--- config.mk ---
export PLATFORM = sky130hd
export DESIGN_NAME = regfile_wb_arbiter_flat
export DESIGN_NICKNAME = d
export VERILOG_FILES = /design/src/rtl/regfile_wb_arbiter_if.sv /design/src/rtl/regfile_wb_arbiter.sv /design/src/flat_wrapper.sv
export SDC_FILE = /design/constraint.sdc
export NUM_CORES = 1
export LEC_CHECK = 0
export ABC_AREA = 1
export BUFFER_PORTS_ARGS = -buffer_cell sky130_fd_sc_hd__buf_2
export CAP_MARGIN = 20
export CELL_PAD_IN_SITES_DETAIL_PLACEMENT = 0
export CELL_PAD_IN_SITES_GLOBAL_PLACEMENT = 2
export CORE_AREA = 2 2 142 178
export CTS_CLUSTER_DIAMETER = 50
export DETAILED_ROUTE_END_ITERATION = 16
export DIE_AREA = 0 0 144 180
export GPL_TIMING_DRIVEN = 1
export PLACE_DENSITY = 0.83
export SKIP_LAST_GASP = 1
export SLEW_MARGIN = 20
export SYNTH_ARGS = -nofsm -noshare
export SYNTH_HDL_FRONTEND = slang
export SYNTH_SLANG_ARGS = --single-unit
--- constraint.sdc ---
create_clock -name clk -period 1.8 [get_ports clk]
set_input_delay 0.09 -clock clk [delete_from_list [all_inputs] [get_ports clk]]
set_output_delay 0.09 -clock clk [all_outputs]
set_load 0.1 [all_outputs]
--- src/rtl/regfile_wb_arbiter_if.sv ---
// ---------------------------------------------------------------------------
// regfile_wb_arbiter_if
// Purpose : bundles the two writeback requesters (ALU, MEM) and the
//           register-file write port seen by regfile_wb_arbiter.
// Signals :
//   alu_Valid/alu_Reg/alu_Data  ALU writeback request (requester -> arbiter)
//   alu_Ready                   ALU request accepted this cycle (arbiter -> requester)
//   mem_Valid/mem_Reg/mem_Data  load writeback request (requester -> arbiter)
//   mem_Ready                   MEM request accepted this cycle (arbiter -> requester)
//   reg_Write/write_Reg/write_Data  registered register-file write port
//   pend_Mask                   one-hot of write_Reg while reg_Write=1
//   write_Count                 running count of committed writes
// Modports: master = requester/regfile side, slave = arbiter side.
// ---------------------------------------------------------------------------
interface regfile_wb_arbiter_if;
  logic        alu_Valid;
  logic [4:0]  alu_Reg;
  logic [63:0] alu_Data;
  logic        alu_Ready;
  logic        mem_Valid;
  logic [4:0]  mem_Reg;
  logic [63:0] mem_Data;
  logic        mem_Ready;
  logic        reg_Write;
  logic [4:0]  write_Reg;
  logic [63:0] write_Data;
  logic [31:0] pend_Mask;
  logic [15:0] write_Count;

  modport master (
    output alu_Valid, alu_Reg, alu_Data,
    input  alu_Ready,
    output mem_Valid, mem_Reg, mem_Data,
    input  mem_Ready,
    input  reg_Write, write_Reg, write_Data, pend_Mask, write_Count
  );

  modport slave (
    input  alu_Valid, alu_Reg, alu_Data,
    output alu_Ready,
    input  mem_Valid, mem_Reg, mem_Data,
    output mem_Ready,
    output reg_Write, write_Reg, write_Data, pend_Mask, write_Count
  );
endinterface

--- src/rtl/regfile_wb_arbiter.sv ---
// ---------------------------------------------------------------------------
// regfile_wb_arbiter
// Purpose : arbitrates ALU and MEM writeback requests onto a single
//           register-file write port. ALU normally wins; a MEM requester
//           stalled for STARVE_MAX consecutive cycles gets priority until it
//           is accepted. Destination 31 (XZR) is accepted and dropped.
// Ports   :
//   clk    rising-edge clock
//   reset  synchronous active-low reset
//   wb     regfile_wb_arbiter_if.slave (requests, readies, write port)
// ---------------------------------------------------------------------------
module regfile_wb_arbiter #(
  parameter int STARVE_MAX = 3
) (
  input  logic                   clk,
  input  logic                   reset,
  regfile_wb_arbiter_if.slave    wb
);

  localparam logic [3:0] STARVE_LIM = 4'(STARVE_MAX);

  typedef enum logic [0:0] {
    ALU_PRI = 1'b0,
    MEM_PRI = 1'b1
  } state_e;

  state_e      state_q, state_d;
  logic [3:0]  starve_q, starve_d;
  logic        reg_write_q, reg_write_d;
  logic [4:0]  write_reg_q, write_reg_d;
  logic [63:0] write_data_q, write_data_d;
  logic [15:0] write_count_q, write_count_d;

  logic alu_xzr_s, mem_xzr_s;
  logic alu_real_s, mem_real_s;
  logic alu_grant_s, mem_grant_s;
  logic alu_ready_s, mem_ready_s;

  // Request classification and priority arbitration between real writes.
  always_comb begin
    alu_xzr_s   = wb.alu_Valid && (wb.alu_Reg == 5'd31);
    mem_xzr_s   = wb.mem_Valid && (wb.mem_Reg == 5'd31);
    alu_real_s  = wb.alu_Valid && (wb.alu_Reg != 5'd31);
    mem_real_s  = wb.mem_Valid && (wb.mem_Reg != 5'd31);
    // Only two real writes compete for the port; XZR requests never conflict.
    alu_grant_s = alu_real_s && (!mem_real_s || (state_q == ALU_PRI));
    mem_grant_s = mem_real_s && (!alu_real_s || (state_q == MEM_PRI));
    // Nothing is accepted while reset is held low.
    alu_ready_s = reset && (alu_xzr_s || alu_grant_s);
    mem_ready_s = reset && (mem_xzr_s || mem_grant_s);
  end

  // Next-state for write port, commit counter, starve counter and FSM.
  always_comb begin
    reg_write_d   = 1'b0;
    write_reg_d   = write_reg_q;
    write_data_d  = write_data_q;
    write_count_d = write_count_q;
    starve_d      = starve_q;
    state_d       = state_q;

    if (alu_ready_s && alu_real_s) begin
      reg_write_d  = 1'b1;
      write_reg_d  = wb.alu_Reg;
      write_data_d = wb.alu_Data;
    end else if (mem_ready_s && mem_real_s) begin
      reg_write_d  = 1'b1;
      write_reg_d  = wb.mem_Reg;
      write_data_d = wb.mem_Data;
    end else begin
      reg_write_d  = 1'b0;
    end

    if (reg_write_d) begin
      write_count_d = write_count_q + 16'd1;
    end else begin
      write_count_d = write_count_q;
    end

    // Any MEM acceptance (including an XZR discard) ends the stall run.
    if (mem_ready_s) begin
      starve_d = 4'd0;
    end else if (wb.mem_Valid && (starve_q < STARVE_LIM)) begin
      starve_d = starve_q + 4'd1;
    end else begin
      starve_d = starve_q;
    end

    case (state_q)
      ALU_PRI: begin
        if (starve_d == STARVE_LIM) begin
          state_d = MEM_PRI;
        end else begin
          state_d = ALU_PRI;
        end
      end
      MEM_PRI: begin
        if (mem_ready_s) begin
          state_d = ALU_PRI;
        end else begin
          state_d = MEM_PRI;
        end
      end
      default: begin
        state_d = ALU_PRI;
      end
    endcase
  end

  // State registers with synchronous active-low reset.
  always_ff @(posedge clk) begin
    if (!reset) begin
      state_q       <= ALU_PRI;
      starve_q      <= 4'd0;
      reg_write_q   <= 1'b0;
      write_reg_q   <= 5'd0;
      write_data_q  <= 64'd0;
      write_count_q <= 16'd0;
    end else begin
      state_q       <= state_d;
      starve_q      <= starve_d;
      reg_write_q   <= reg_write_d;
      write_reg_q   <= write_reg_d;
      write_data_q  <= write_data_d;
      write_count_q <= write_count_d;
    end
  end

  assign wb.alu_Ready   = alu_ready_s;
  assign wb.mem_Ready   = mem_ready_s;
  assign wb.reg_Write   = reg_write_q;
  assign wb.write_Reg   = write_reg_q;
  assign wb.write_Data  = write_data_q;
  assign wb.write_Count = write_count_q;
  // Decoded from the registered write port so it tracks reg_Write exactly.
  assign wb.pend_Mask   = reg_write_q ? (32'd1 << write_reg_q) : 32'd0;

endmodule
--- src/flat_wrapper.sv ---
// flat-port wrapper written by rule: the top's interface ports become plain ports
module regfile_wb_arbiter_flat 
#(
  parameter int STARVE_MAX = 3
)
  (clk, reset, wb_alu_Valid, wb_alu_Reg, wb_alu_Data, wb_alu_Ready, wb_mem_Valid, wb_mem_Reg, wb_mem_Data, wb_mem_Ready, wb_reg_Write, wb_write_Reg, wb_write_Data, wb_pend_Mask, wb_write_Count);
  regfile_wb_arbiter_if wb_i ();
  input  logic clk;
  input  logic reset;
  input wire logic [$bits(wb_i.alu_Valid)-1:0] wb_alu_Valid;
  input wire logic [$bits(wb_i.alu_Reg)-1:0] wb_alu_Reg;
  input wire logic [$bits(wb_i.alu_Data)-1:0] wb_alu_Data;
  output wire logic [$bits(wb_i.alu_Ready)-1:0] wb_alu_Ready;
  input wire logic [$bits(wb_i.mem_Valid)-1:0] wb_mem_Valid;
  input wire logic [$bits(wb_i.mem_Reg)-1:0] wb_mem_Reg;
  input wire logic [$bits(wb_i.mem_Data)-1:0] wb_mem_Data;
  output wire logic [$bits(wb_i.mem_Ready)-1:0] wb_mem_Ready;
  output wire logic [$bits(wb_i.reg_Write)-1:0] wb_reg_Write;
  output wire logic [$bits(wb_i.write_Reg)-1:0] wb_write_Reg;
  output wire logic [$bits(wb_i.write_Data)-1:0] wb_write_Data;
  output wire logic [$bits(wb_i.pend_Mask)-1:0] wb_pend_Mask;
  output wire logic [$bits(wb_i.write_Count)-1:0] wb_write_Count;
  assign wb_i.alu_Valid = wb_alu_Valid;
  assign wb_i.alu_Reg = wb_alu_Reg;
  assign wb_i.alu_Data = wb_alu_Data;
  assign wb_alu_Ready = wb_i.alu_Ready;
  assign wb_i.mem_Valid = wb_mem_Valid;
  assign wb_i.mem_Reg = wb_mem_Reg;
  assign wb_i.mem_Data = wb_mem_Data;
  assign wb_mem_Ready = wb_i.mem_Ready;
  assign wb_reg_Write = wb_i.reg_Write;
  assign wb_write_Reg = wb_i.write_Reg;
  assign wb_write_Data = wb_i.write_Data;
  assign wb_pend_Mask = wb_i.pend_Mask;
  assign wb_write_Count = wb_i.write_Count;
  regfile_wb_arbiter #(.STARVE_MAX(STARVE_MAX)) u_core (.clk(clk), .reset(reset), .wb(wb_i));
endmodule
==> impl_results.md <==
- Outcome: completed
- Top cells by area, synth: dfxtp_1, nand2_1, nor2_1
- Final-report hold violation count: 0
- Switch Pwr: 2.87 mW
- Max incr delay on CP: 0.39 ns
- Die area: 25,900 um2
- WL final: 20.9 mm
- Initial antenna violation count: 4
- Dpl cells: 1,461
- Post-synth EDFFs: 0
- Vias/cell: 4.27
- CP Cell Sequence: inv_1, nand4_1, nor2_4, buf_12
- Setup Buffers After CTS: 0
- Endpoint class of the critical path: output port
- GR Overflow Total: 0
- Number of global-route vias before repair: 6,048
- Fin Clk Skew: 0.0107 ns
- Setup-failing EPs final: 0
- Clk pin slew, worst setup/hold paths: 0.08 ns
- Slowest cell on the critical path: dfxtp_4
- Skew-Pair Late Insertion Delay: 0.35 ns
- Synth Flop Type: dfxtp_1
- Layout Cells excl Fill: 1,480
- Cell count after synthesis: 910
- HPWL after DPL: 15.3 mm
- Tmin final: 1.69 ns
- Core footprint: 24,300 um2
- Setup TNS: 0 ns
- Synthesized Nets: 1,054
- Max_cap viols: 0
- Most common cell in the netlist: nand2_1
- Vias post-DR: 6,322
- Hold/Removal Path Class: in -> reg
- Htree depth: 3
- Synthesis Warnings: 0
- Drt drc: 0
- Sw Ratio: 43.3%
- Syn avg cell area: 6.03 um2
- CP max FO: 11
- Asr flop ratio synth: 0%
- Delay-heaviest family, CP: simple AND/OR/NAND/NOR gates
- Final Cycle Share: 94.0%
- Power per cell area: 801 nW/um2
- TritonCTS buffer count: 9
- Post-DR wirelength/cell: 14.1 um
- Chip Height: 180 um
- Layout area overhead: 50.6%
- Core Rows: 64
- Ratio of cells with drive above 1 in the final layout: 31.2%
- Post-synthesis sequential area ratio: 33.2%
- Synth cell count leaders: nand2_1, nor2_1, inv_1
- Clock root buffer: clkbuf_16
- Hold buffers post-CTS: 0
- Synth top area share: 33.2%
- FMAX: 0.591 GHz
- Critical path class: reg -> out
- Max VDD drop: 0.476 mV
- Max Root-Sink Buffers: 2
- CTS tree: built
- Die width: 144 um
- Post-CTS sizing: 0
- Pin count of the biggest net entering global routing: 59
- 1st-iter DRT viols: 223
- Worst slew pin tran: 0.534 ns
- Library cells used by synthesis: 22
- Router iterations before antenna repair: 4
- Post-synth top area cell: dfxtp_1
- Buffers on Ports: 261
- Worst path arrival time: 1.60 ns
- First-pass GRT wire length: 32.2 mm
- WP buf/inv: 2
- Nets: 1,286
- Routability Congestion: 0.793
- GRT Overall Usage: 15.8%
- Unrepaired setup endpoints after global routing: false
- Area after DPL: 7950 um2
- Critical Path RT: 1.71 ns
- Starting Density: 22.6%
- Static leakage: 4.26 nW
- Design Area, Final: 8260 um2
- Internal: 3.75 mW
- Clock power frac: 29.4%
- Worst hold margin: 0.0216 ns
- Post-route ant nets: 0
- TritonCTS Sinks: 91
- Fill count: 2,683
- Startpoint types: flop
- Flip-flop and latch count after synthesis: 91
- Comb power frac: 36.2%
- Sequential Power Share: 34.4%
- Slew Limit Fails: 0
- Cell Area, Synth: 5490 um2
- Rel. slew slack: 64.7%
- Top Ports: 262
==> cell type report <==
cell class                      instances  area, um2  area share (%)
Antenna cell                            3       7.51          0.0909
Multi-Input combinational cell        642       3200            38.7
Timing Repair Buffer                  281       2040            24.7
Inverter                              117        443            5.36
Sequential cell                        91       1860            22.5
Clock inverter                          6       47.5           0.575
Clock buffer                           10        250            3.03
Tap cell                              330        413            5.00
==> per-layer routing <==
layer	GRT usage (%)	up-vias	wire length (um)
li1	-	3292	-
met1	17.7	2834	8390
met2	29.2	175	11000
met4	4.90	2	314
met5	0	-	11
met3	3.36	19	1120
==> registers in the layout (all words and copies together) (netlist names) <==
name	count
u_core.wb.reg_Write	1
u_core.state_q	1
u_core.wb.write_Reg	5
u_core.wb.write_Count	16
u_core.wb.write_Data	64
u_core.starve_q	4
==> cells by family (layout without fill, tap and decap cells) <==
group / after synthesis / in the layout / share of synthesized area (%)
AOI/OAI and AO/OA: 16 / 16 / 1.46
xor gates and xnor gates: 11 / 11 / 1.76
adders and majority gates: 2 / 2 / 0.456
buffers and inverters: 177 / 414 / 13.2
DFF: 91 / 91 / 33.2
other: 0 / 3 / 0
and+or+nand+nor: 613 / 613 / 49.9
==> path summary, 6_finish.rpt <==
check	from	end	slack [ns]	depth (start not counted)
hold reg to reg	u_core.starve_q[3]	u_core.starve_q[3]	0.43	2
hold / removal	wb_alu_Data[13]	u_core.wb.write_Data[13]	0.02	5
setup / recovery	u_core.wb.write_Reg[2]	wb_pend_Mask[26]	0.11	4
setup reg to reg	u_core.state_q	u_core.wb.write_Reg[3]	0.25	9
==> worst register-to-register path, cell delays in order (launching register included) <==
cell and delay (ns):
dfxtp_1 0.36, nand2_1 0.07, inv_1 0.10, nand3_4 0.11, nand3_4 0.18, buf_12 0.27, nand2_1 0.16, nand2_1 0.12
nor2_1 0.05, nor2_1 0.08
==> power groups by stage <==
| stage | registers [mW] | logic, mW | clock network [mW] |
|---|---|---|---|
| 5_1_grt | 2.30 | 2.56 | 2.12 |
| 6_report | 2.27 | 2.40 | 1.95 |
| 3_3_place_gp | 2.32 | 2.42 | 0 |
| 2_1_floorplan | 3.39 | 0.772 | 0 |
| 4_1_cts | 2.28 | 2.42 | 2.05 |
| 3_5_place_dp | 2.32 | 2.42 | 0 |
==> per-stage QoR <==
stage | power, mW | util [%] | setup slack, ns
after floorplan | 4.16 | - | 0.0688
after global placement | 4.73 | 32.8 | 0.115
after detailed placement | 4.74 | 32.8 | 0.0897
after CTS | 6.75 | 34.0 | 0.0574
after global routing | 6.98 | 34.1 | 0.0126
final | 6.62 | 34.1 | 0.108
==> cell usage in the layout (no fill, tap or decap), types with 10 or more instances in the layout <==
cell type	n
nand3_1	66
buf_2	227
inv_1	112
xor2_1	10
buf_4	14
nor2_1	141
dfxtp_2	14
clkbuf_16	10
nand2_1	260
nand3b_1	49
nand4_1	52
a21oi_1	15
nor2_4	32
dfxtp_1	71
buf_12	40
Power figures use the tool's default switching activity.
